==> config.mk <==
export PLATFORM = sky130hd
export DESIGN_NAME = sd_card_responder_flat
export DESIGN_NICKNAME = d
export VERILOG_FILES = /design/src/rtl/sd_card_responder_if.sv /design/src/rtl/sd_card_responder.sv /design/src/flat_wrapper.sv
export SDC_FILE = /design/constraint.sdc
export NUM_CORES = 1
export LEC_CHECK = 0
export CORE_MARGIN = 3
export CORE_UTILIZATION = 46
export CTS_CLUSTER_SIZE = 25
export DETAILED_ROUTE_END_ITERATION = 8
export PLACE_DENSITY_LB_ADDON = 0.15
export SLEW_MARGIN = 20
export SYNTH_ARGS = -nofsm -noshare
export SYNTH_HDL_FRONTEND = slang
export SYNTH_SLANG_ARGS = --single-unit
==> constraint.sdc <==
create_clock -name CLK -period 2.5 [get_ports CLK]
set_clock_uncertainty 0.15 [all_clocks]
set_input_delay 0.375 -clock CLK [delete_from_list [all_inputs] [get_ports CLK]]
set_output_delay 0.375 -clock CLK [all_outputs]
set_load 0.01 [all_outputs]
==> src/rtl/sd_card_responder_if.sv <==
// Host-side view of the SD card responder: CMD response request/stream and DAT block stream.
interface sd_card_responder_if #(
  parameter int DATA_WIDTH = 4,
  parameter int BLK_CNT_W  = 16
);
  logic                  resp_start;
  logic                  resp_long;
  logic [135:0]          resp_data;
  logic                  cmd_to_host;
  logic                  resp_busy;
  logic                  resp_done;
  logic                  data_start;
  logic [BLK_CNT_W-1:0]  blk_cnt;
  logic [7:0]            pattern_seed;
  logic                  pattern_inc;
  logic                  data_abort;
  logic [DATA_WIDTH-1:0] dat_to_host;
  logic                  data_busy;
  logic                  data_done;
  logic [BLK_CNT_W-1:0]  blocks_sent;

  modport master (
    output resp_start, resp_long, resp_data, data_start, blk_cnt, pattern_seed, pattern_inc, data_abort,
    input  cmd_to_host, resp_busy, resp_done, dat_to_host, data_busy, data_done, blocks_sent
  );
  modport slave (
    input  resp_start, resp_long, resp_data, data_start, blk_cnt, pattern_seed, pattern_inc, data_abort,
    output cmd_to_host, resp_busy, resp_done, dat_to_host, data_busy, data_done, blocks_sent
  );
endinterface

==> src/rtl/sd_card_responder.sv <==
// SD card-side responder: serial CMD response shifter and framed DAT block
// generator with per-line CRC16, both in the card clock domain.
module sd_crc16_lane (
  input  logic clk,
  input  logic rst,
  input  logic clr,
  input  logic upd,
  input  logic shift,
  input  logic din,
  output logic dout
);
  logic [15:0] crc;

  always_ff @(posedge clk) begin
    if (rst || clr)  crc <= '0;
    else if (upd)    crc <= {crc[14:0], 1'b0} ^ ({16{din ^ crc[15]}} & 16'h1021);
    else if (shift)  crc <= {crc[14:0], 1'b0};
  end

  assign dout = crc[15];
endmodule

module sd_card_responder #(
  parameter int DATA_WIDTH = 4,
  parameter int BLK_SIZE   = 64,
  parameter int BLK_CNT_W  = 16,
  parameter int GAP_CYCLES = 10
) (
  input logic CLK,
  input logic RESET,
  sd_card_responder_if.slave bus
);
  localparam int PAY_CYC = BLK_SIZE * 8 / DATA_WIDTH;
  localparam int SUBS    = 8 / DATA_WIDTH;
  localparam int MAX_A   = (PAY_CYC > 16) ? PAY_CYC : 16;
  localparam int MAXC    = (MAX_A > GAP_CYCLES) ? MAX_A : GAP_CYCLES;
  localparam int CNT_W   = $clog2(MAXC + 1);
  localparam logic [CNT_W-1:0] GAP_LAST = CNT_W'((GAP_CYCLES > 0) ? GAP_CYCLES - 1 : 0);
  localparam logic [CNT_W-1:0] PAY_LAST = CNT_W'(PAY_CYC - 1);
  localparam logic [CNT_W-1:0] CRC_LAST = CNT_W'(15);

  // ---------------- CMD channel ----------------
  logic [135:0] resp_sr;
  logic [7:0]   resp_cnt;
  logic         resp_busy, resp_done;

  always_ff @(posedge CLK) begin
    if (RESET) begin
      resp_sr   <= '0;
      resp_cnt  <= '0;
      resp_busy <= 1'b0;
      resp_done <= 1'b0;
    end else begin
      resp_done <= 1'b0;
      if (!resp_busy) begin
        if (bus.resp_start) begin
          resp_busy <= 1'b1;
          // Short responses are left-aligned so the MSB always sits at bit 135
          resp_sr   <= bus.resp_long ? bus.resp_data : {bus.resp_data[47:0], 88'd0};
          resp_cnt  <= bus.resp_long ? 8'd135 : 8'd47;
        end
      end else begin
        resp_sr  <= {resp_sr[134:0], 1'b0};
        resp_cnt <= resp_cnt - 8'd1;
        if (resp_cnt == 8'd0) begin
          resp_busy <= 1'b0;
          resp_done <= 1'b1;
        end
      end
    end
  end

  assign bus.cmd_to_host = resp_busy ? resp_sr[135] : 1'b1;
  assign bus.resp_busy   = resp_busy;
  assign bus.resp_done   = resp_done;

  // ---------------- DAT channel ----------------
  typedef enum logic [2:0] {S_IDLE, S_GAP, S_START, S_PAYLOAD, S_CRC, S_END} dstate_t;
  dstate_t state, nxt;

  logic [CNT_W-1:0]      cnt;
  logic [BLK_CNT_W-1:0]  blk_cnt_q, blocks_sent, bs_next;
  logic                  inc_q, abort_q, done_q, finish;
  logic [7:0]            blk_base, byte_val, sr, nb;
  logic [2:0]            sub;
  logic [DATA_WIDTH-1:0] crc_msb;
  logic [DATA_WIDTH-1:0] dat;

  assign bs_next = blocks_sent + BLK_CNT_W'(1);
  assign nb      = byte_val + {7'd0, inc_q};
  assign finish  = abort_q || bus.data_abort || ((blk_cnt_q != '0) && (bs_next == blk_cnt_q));

  always_ff @(posedge CLK) begin
    if (RESET) state <= S_IDLE;
    else       state <= nxt;
  end

  always_comb begin
    nxt = state;
    unique case (state)
      S_IDLE:    if (bus.data_start) nxt = (GAP_CYCLES == 0) ? S_START : S_GAP;
      S_GAP:     if (cnt == '0) nxt = S_START;
      S_START:   nxt = S_PAYLOAD;
      S_PAYLOAD: if (cnt == '0) nxt = S_CRC;
      S_CRC:     if (cnt == '0) nxt = S_END;
      S_END:     nxt = finish ? S_IDLE : ((GAP_CYCLES == 0) ? S_START : S_GAP);
      default:   nxt = S_IDLE;
    endcase
  end

  always_comb begin
    dat = '1;
    unique case (state)
      S_START:   dat = '0;
      S_PAYLOAD: dat = sr[7 -: DATA_WIDTH];
      S_CRC:     dat = crc_msb;
      default:   dat = '1;
    endcase
  end

  always_ff @(posedge CLK) begin
    if (RESET) begin
      cnt <= '0; blk_cnt_q <= '0; inc_q <= 1'b0; blk_base <= '0; byte_val <= '0;
      sr <= '0; sub <= '0; blocks_sent <= '0; abort_q <= 1'b0; done_q <= 1'b0;
    end else begin
      done_q <= 1'b0;
      if (state != S_IDLE && bus.data_abort) abort_q <= 1'b1;
      // Each timed state loads its length on entry and counts down to zero
      if (nxt != state) begin
        unique case (nxt)
          S_GAP:     cnt <= GAP_LAST;
          S_PAYLOAD: cnt <= PAY_LAST;
          S_CRC:     cnt <= CRC_LAST;
          default:   cnt <= '0;
        endcase
      end else if (cnt != '0) begin
        cnt <= cnt - CNT_W'(1);
      end
      unique case (state)
        S_IDLE: if (bus.data_start) begin
          blk_cnt_q   <= bus.blk_cnt;
          inc_q       <= bus.pattern_inc;
          blk_base    <= bus.pattern_seed;
          blocks_sent <= '0;
          abort_q     <= 1'b0;
        end
        S_START: begin
          byte_val <= blk_base;
          sr       <= blk_base;
          sub      <= '0;
        end
        S_PAYLOAD: begin
          if (sub == 3'(SUBS - 1)) begin
            byte_val <= nb;
            sr       <= nb;
            sub      <= '0;
          end else begin
            sr  <= sr << DATA_WIDTH;
            sub <= sub + 3'd1;
          end
        end
        S_END: begin
          blocks_sent <= bs_next;
          blk_base    <= blk_base + {7'd0, inc_q};
          if (finish) done_q <= 1'b1;
        end
        default: ;
      endcase
    end
  end

  // Line l carries bit (8-DATA_WIDTH+l) of each shifted chunk; the top line gets the byte MSB
  for (genvar l = 0; l < DATA_WIDTH; l++) begin : g_lane
    sd_crc16_lane u_crc (
      .clk  (CLK),
      .rst  (RESET),
      .clr  (state == S_START),
      .upd  (state == S_PAYLOAD),
      .shift(state == S_CRC),
      .din  (sr[8-DATA_WIDTH+l]),
      .dout (crc_msb[l])
    );
  end

  assign bus.dat_to_host = dat;
  assign bus.data_busy   = (state != S_IDLE);
  assign bus.data_done   = done_q;
  assign bus.blocks_sent = blocks_sent;
endmodule
==> src/flat_wrapper.sv <==
// flat-port wrapper written by rule: the top's interface ports become plain ports
module sd_card_responder_flat 
#(
  parameter int DATA_WIDTH = 4,
  parameter int BLK_SIZE   = 64,
  parameter int BLK_CNT_W  = 16,
  parameter int GAP_CYCLES = 10
)
  (CLK, RESET, bus_resp_start, bus_resp_long, bus_resp_data, bus_data_start, bus_blk_cnt, bus_pattern_seed, bus_pattern_inc, bus_data_abort, bus_cmd_to_host, bus_resp_busy, bus_resp_done, bus_dat_to_host, bus_data_busy, bus_data_done, bus_blocks_sent);
  sd_card_responder_if #(.DATA_WIDTH(DATA_WIDTH), .BLK_CNT_W(BLK_CNT_W)) bus_i ();
  input logic CLK;
  input logic RESET;
  input wire logic [$bits(bus_i.resp_start)-1:0] bus_resp_start;
  input wire logic [$bits(bus_i.resp_long)-1:0] bus_resp_long;
  input wire logic [$bits(bus_i.resp_data)-1:0] bus_resp_data;
  input wire logic [$bits(bus_i.data_start)-1:0] bus_data_start;
  input wire logic [$bits(bus_i.blk_cnt)-1:0] bus_blk_cnt;
  input wire logic [$bits(bus_i.pattern_seed)-1:0] bus_pattern_seed;
  input wire logic [$bits(bus_i.pattern_inc)-1:0] bus_pattern_inc;
  input wire logic [$bits(bus_i.data_abort)-1:0] bus_data_abort;
  output wire logic [$bits(bus_i.cmd_to_host)-1:0] bus_cmd_to_host;
  output wire logic [$bits(bus_i.resp_busy)-1:0] bus_resp_busy;
  output wire logic [$bits(bus_i.resp_done)-1:0] bus_resp_done;
  output wire logic [$bits(bus_i.dat_to_host)-1:0] bus_dat_to_host;
  output wire logic [$bits(bus_i.data_busy)-1:0] bus_data_busy;
  output wire logic [$bits(bus_i.data_done)-1:0] bus_data_done;
  output wire logic [$bits(bus_i.blocks_sent)-1:0] bus_blocks_sent;
  assign bus_i.resp_start = bus_resp_start;
  assign bus_i.resp_long = bus_resp_long;
  assign bus_i.resp_data = bus_resp_data;
  assign bus_i.data_start = bus_data_start;
  assign bus_i.blk_cnt = bus_blk_cnt;
  assign bus_i.pattern_seed = bus_pattern_seed;
  assign bus_i.pattern_inc = bus_pattern_inc;
  assign bus_i.data_abort = bus_data_abort;
  assign bus_cmd_to_host = bus_i.cmd_to_host;
  assign bus_resp_busy = bus_i.resp_busy;
  assign bus_resp_done = bus_i.resp_done;
  assign bus_dat_to_host = bus_i.dat_to_host;
  assign bus_data_busy = bus_i.data_busy;
  assign bus_data_done = bus_i.data_done;
  assign bus_blocks_sent = bus_i.blocks_sent;
  sd_card_responder #(.DATA_WIDTH(DATA_WIDTH), .BLK_SIZE(BLK_SIZE), .BLK_CNT_W(BLK_CNT_W), .GAP_CYCLES(GAP_CYCLES)) u_core (.CLK(CLK), .RESET(RESET), .bus(bus_i));
endmodule
==> reports/metrics.csv <==
metric,value,unit
status,"finished, final reports clean",
layout-drive-gt1-share,7.158,%
powerDensity,779.4,nW/um2
diodes,0,
first_iter_violations,912,
vias,12495,
cp.depth,4,
yosysUniqueCellTypes,62,
gp_congestion,0.8891,
p_comb_share,22.5,%
wl_per_cell,14.81,um
fin_area,16830,um2
finalCritPeriodShare,95.45,%
fin_setup_tns,0,ns
startpoint_type,register,
slew_violations,0,
rsz0062_at_grt,false,
synth_xor_area_share,3.226,%
final_common_cell,nor2_1,
layout_common_cells,"372 x nor2_1, 338 x a21oi_1, 276 x dfxtp_1, 186 x nand2_1, 185 x clkdlybuf4s50_1",
slowest_stage,clkdlybuf4s50_1,
synth_top_family_by_area,simple AND/OR/NAND/NOR gates,
cts_buffer_depth,3,
insertion_delay,0.54,ns
vdd_drop_max,566.9,uV
muxShareOfSynthArea,0.1599,%
cts.htree.levels,1,
tightest_slew,0.5481,ns
path_class,reg2out,
grt_pass1_vias,11437,
clkSinkCount,283,
die_x,176.1,um
die_h,176.1,um
drc,0,
antenna_left,0,
rr_endpoint,u_core.bus.data_done,
synth_edf_count,0,
path_clk_slew,0.06,ns
synth_ff_type,dfxtp_1,
cp-endpoint,bus_data_busy,
die_area,31000,um2
io_buffers,191,
finalSetupViolations,0,
cp-end-kind,output port,
async_reset_ff_share,0,%
area_growth,26.48,%
timing.critical_path.required,1.98,ns
core_region_area,28160,um2
cp_data_arrival_time,1.86,ns
syn_area,13300,um2
synth_area_per_cell,7.432,um2
cts_hold_buffers,0,
overflow,0,
pwr-share-seq,39.4,%
syn_inst,1790,
grtUsageTotal,21.32,%
crit_start,u_core.state[2],
r2r_slack,0.14,ns
antenna_found_initial,3,
synthAdderAreaFrac,0.8464,%
relSlewSlack,63.46,%
path_max_fanout,12,
row_count,61,
hold_path_depth,2,
synth-simple-area-share,27.14,%
hold_path_class,in2reg,
vias_per_cell,5.386,
synth_nets,1966,
internal_power,9358,uW
cp_num_buf_inv,3,
cts-buffers-inserted,31,
slowest_delay,0.55,ns
rr_worst_depth,8,
p_switching,3758,uW
hold_viol,0,
max_cap_viol_count,0,
period_needed,2.386,ns
path_cells,"buf_4, nor3_2, inv_1, clkdlybuf4s50_1",
placed_area,15660,um2
grt_pass1_wl,56610,um
synth_warnings,0,
hold_path_startpoint,RESET,
clkPwrFrac,38.1,%
drtPass1Iterations,5,
sw_frac_of_total,28.65,%
leakage,0.006116,uW
cp_top_family,buffers and inverters,
nets,2096,
max_freq,419.1,MHz
synth_compound_area_share,21.42,%
grt_max_degree,123,
initial_core_util,47.24,%
synth.ff_latch_count,283,
cts_tree,built,
totalWireLength,34370,um
ioPinCount,192,
seq_area_frac_synth,42.58,%
clock-root-buffer,clkbuf_16,
rr_startpoint,u_core.bus.blocks_sent[0],
dp_hpwl,22290,um
## Yosys cell counts, types with 2 or more instances
master    count  area (um2)
a311oi_1      8       70.07
nor2_1      375        1408
nor3_1       23       115.1
nand4_1       5       31.28
and2_1        2       12.51
o21ai_0      36       180.2
ha_1          9       112.6
a211oi_1     21       157.7
a21oi_1     338        1692
dfxtp_1     283        5665
nor2b_1     138       863.3
and3_1        8       50.05
nor4b_1       2       17.52
a221oi_1     50       437.9
buf_1        22       82.58
o21a_1        5       37.54
and4_1        3       26.28
or4_1         2       15.01
clkbuf_1    111       416.7
buf_2         8       40.04
o311ai_1      2       17.52
nand2_1     186       698.2
or3_1         2       12.51
xor2_1       13       113.9
nand2b_1      6       37.54
nor4_1       11       68.82
or2_2         3       18.77
inv_1        12       45.04
nand3_1      16       80.08
a31oi_1       6       37.54
a22oi_1       9       67.56
a22o_1        3       26.28
nor3b_1       4       30.03
nor3_2        2       20.02
nand3b_1      4       30.03
xnor2_1      36       315.3
## worst min-delay path by stage
stage,end,slack [ns]
6_report,u_core.byte_val[5],0.07
5_1_grt,u_core.byte_val[5],0.08
4_1_cts,u_core.byte_val[5],0.06
3_5_place_dp,u_core.g_lane[1].u_crc.crc[2],0.29
3_3_place_gp,u_core.g_lane[1].u_crc.crc[9],0.29
2_1_floorplan,u_core.g_lane[0].u_crc.crc[10],0.28
## worst register-to-register path, cell delays in order, from the launching register on
cell and delay [ns]:
dfxtp_1 0.34, ha_2 0.26, nand3_1 0.18, o21ai_0 0.21, o21ai_0 0.12, nor4_1 0.31, nand4_1 0.20, o31ai_4 0.31
nor3b_1 0.20
## registers in the layout, indices dropped and copies added, names as in the netlist
register,cells
u_core.sr,8
u_core.blk_base,8
u_core.inc_q,1
u_core.bus.blocks_sent,16
u_core.bus.resp_done,1
u_core.bus.resp_busy,1
u_core.byte_val,8
u_core.blk_cnt_q,16
u_core.bus.data_done,1
u_core.state,3
u_core.resp_sr,136
u_core.abort_q,1
u_core.resp_cnt,8
u_core.g_lane.u_crc.crc,64
u_core.cnt,8
u_core.sub,3
## final cells by class
cell class | instances | area [um2]
repair buffers | 241 | 2419
fillers | 2565 | 11340
clock inverters | 19 | 302.8
flip-flops and latches | 283 | 5679
clock buffers | 36 | 824.5
inverters | 12 | 45.04
well taps | 378 | 473.0
multi-input cells | 1351 | 7084
## metrics by stage
stage	worst slack [ns]	util [%]	power, uW	hold WS (ns)	instances
6_report	0.1138	59.75	13120	0.07391	2320
5_1_grt	0.008994	59.75	13810	0.07996	2320
4_1_cts	0.05853	59.69	13230	0.06248	2320
3_5_place_dp	0.004155	55.62	8212	0.2938	2265
3_3_place_gp	0.1222	55.62	8162	0.2878	2265
2_1_floorplan	0.08485	-	7161	0.2821	1790
## timing repair
item,in CTS,in global routing
endpoints found under the setup margin,6,4
resized for setup,12,7
hold endpoints to repair,0,0
setup buffers,0,0
## metal layers
metal / wire length, um / vias to the layer above / GRT usage (%)
li1: - / 6343 / -
met3: 2088 / 55 / 4.151
met5: 31 / - / 0
met4: 674 / 6 / 4.355
met1: 15840 / 5761 / 29.75
met2: 15730 / 330 / 34.53
## cells by family after synthesis
group                    Yosys count
multiplexers                       2
XOR/XNOR                          49
AO/OA/AOI/OAI                    493
AND/OR/NAND/NOR                  798
flip-flops                       283
adder cells (fa/ha/maj)            9
buffers and inverters            156
## power by group through the flow
stage	clock, uW	sequential, uW	combinational [uW]
CTS	5120	5160	2960
finish	5000	5170	2950
global placement	0	5240	2920
floorplan	0	5140	2020
global route	5290	5210	3310
detailed placement	0	5250	2960
Power figures use the tool's default switching activity.
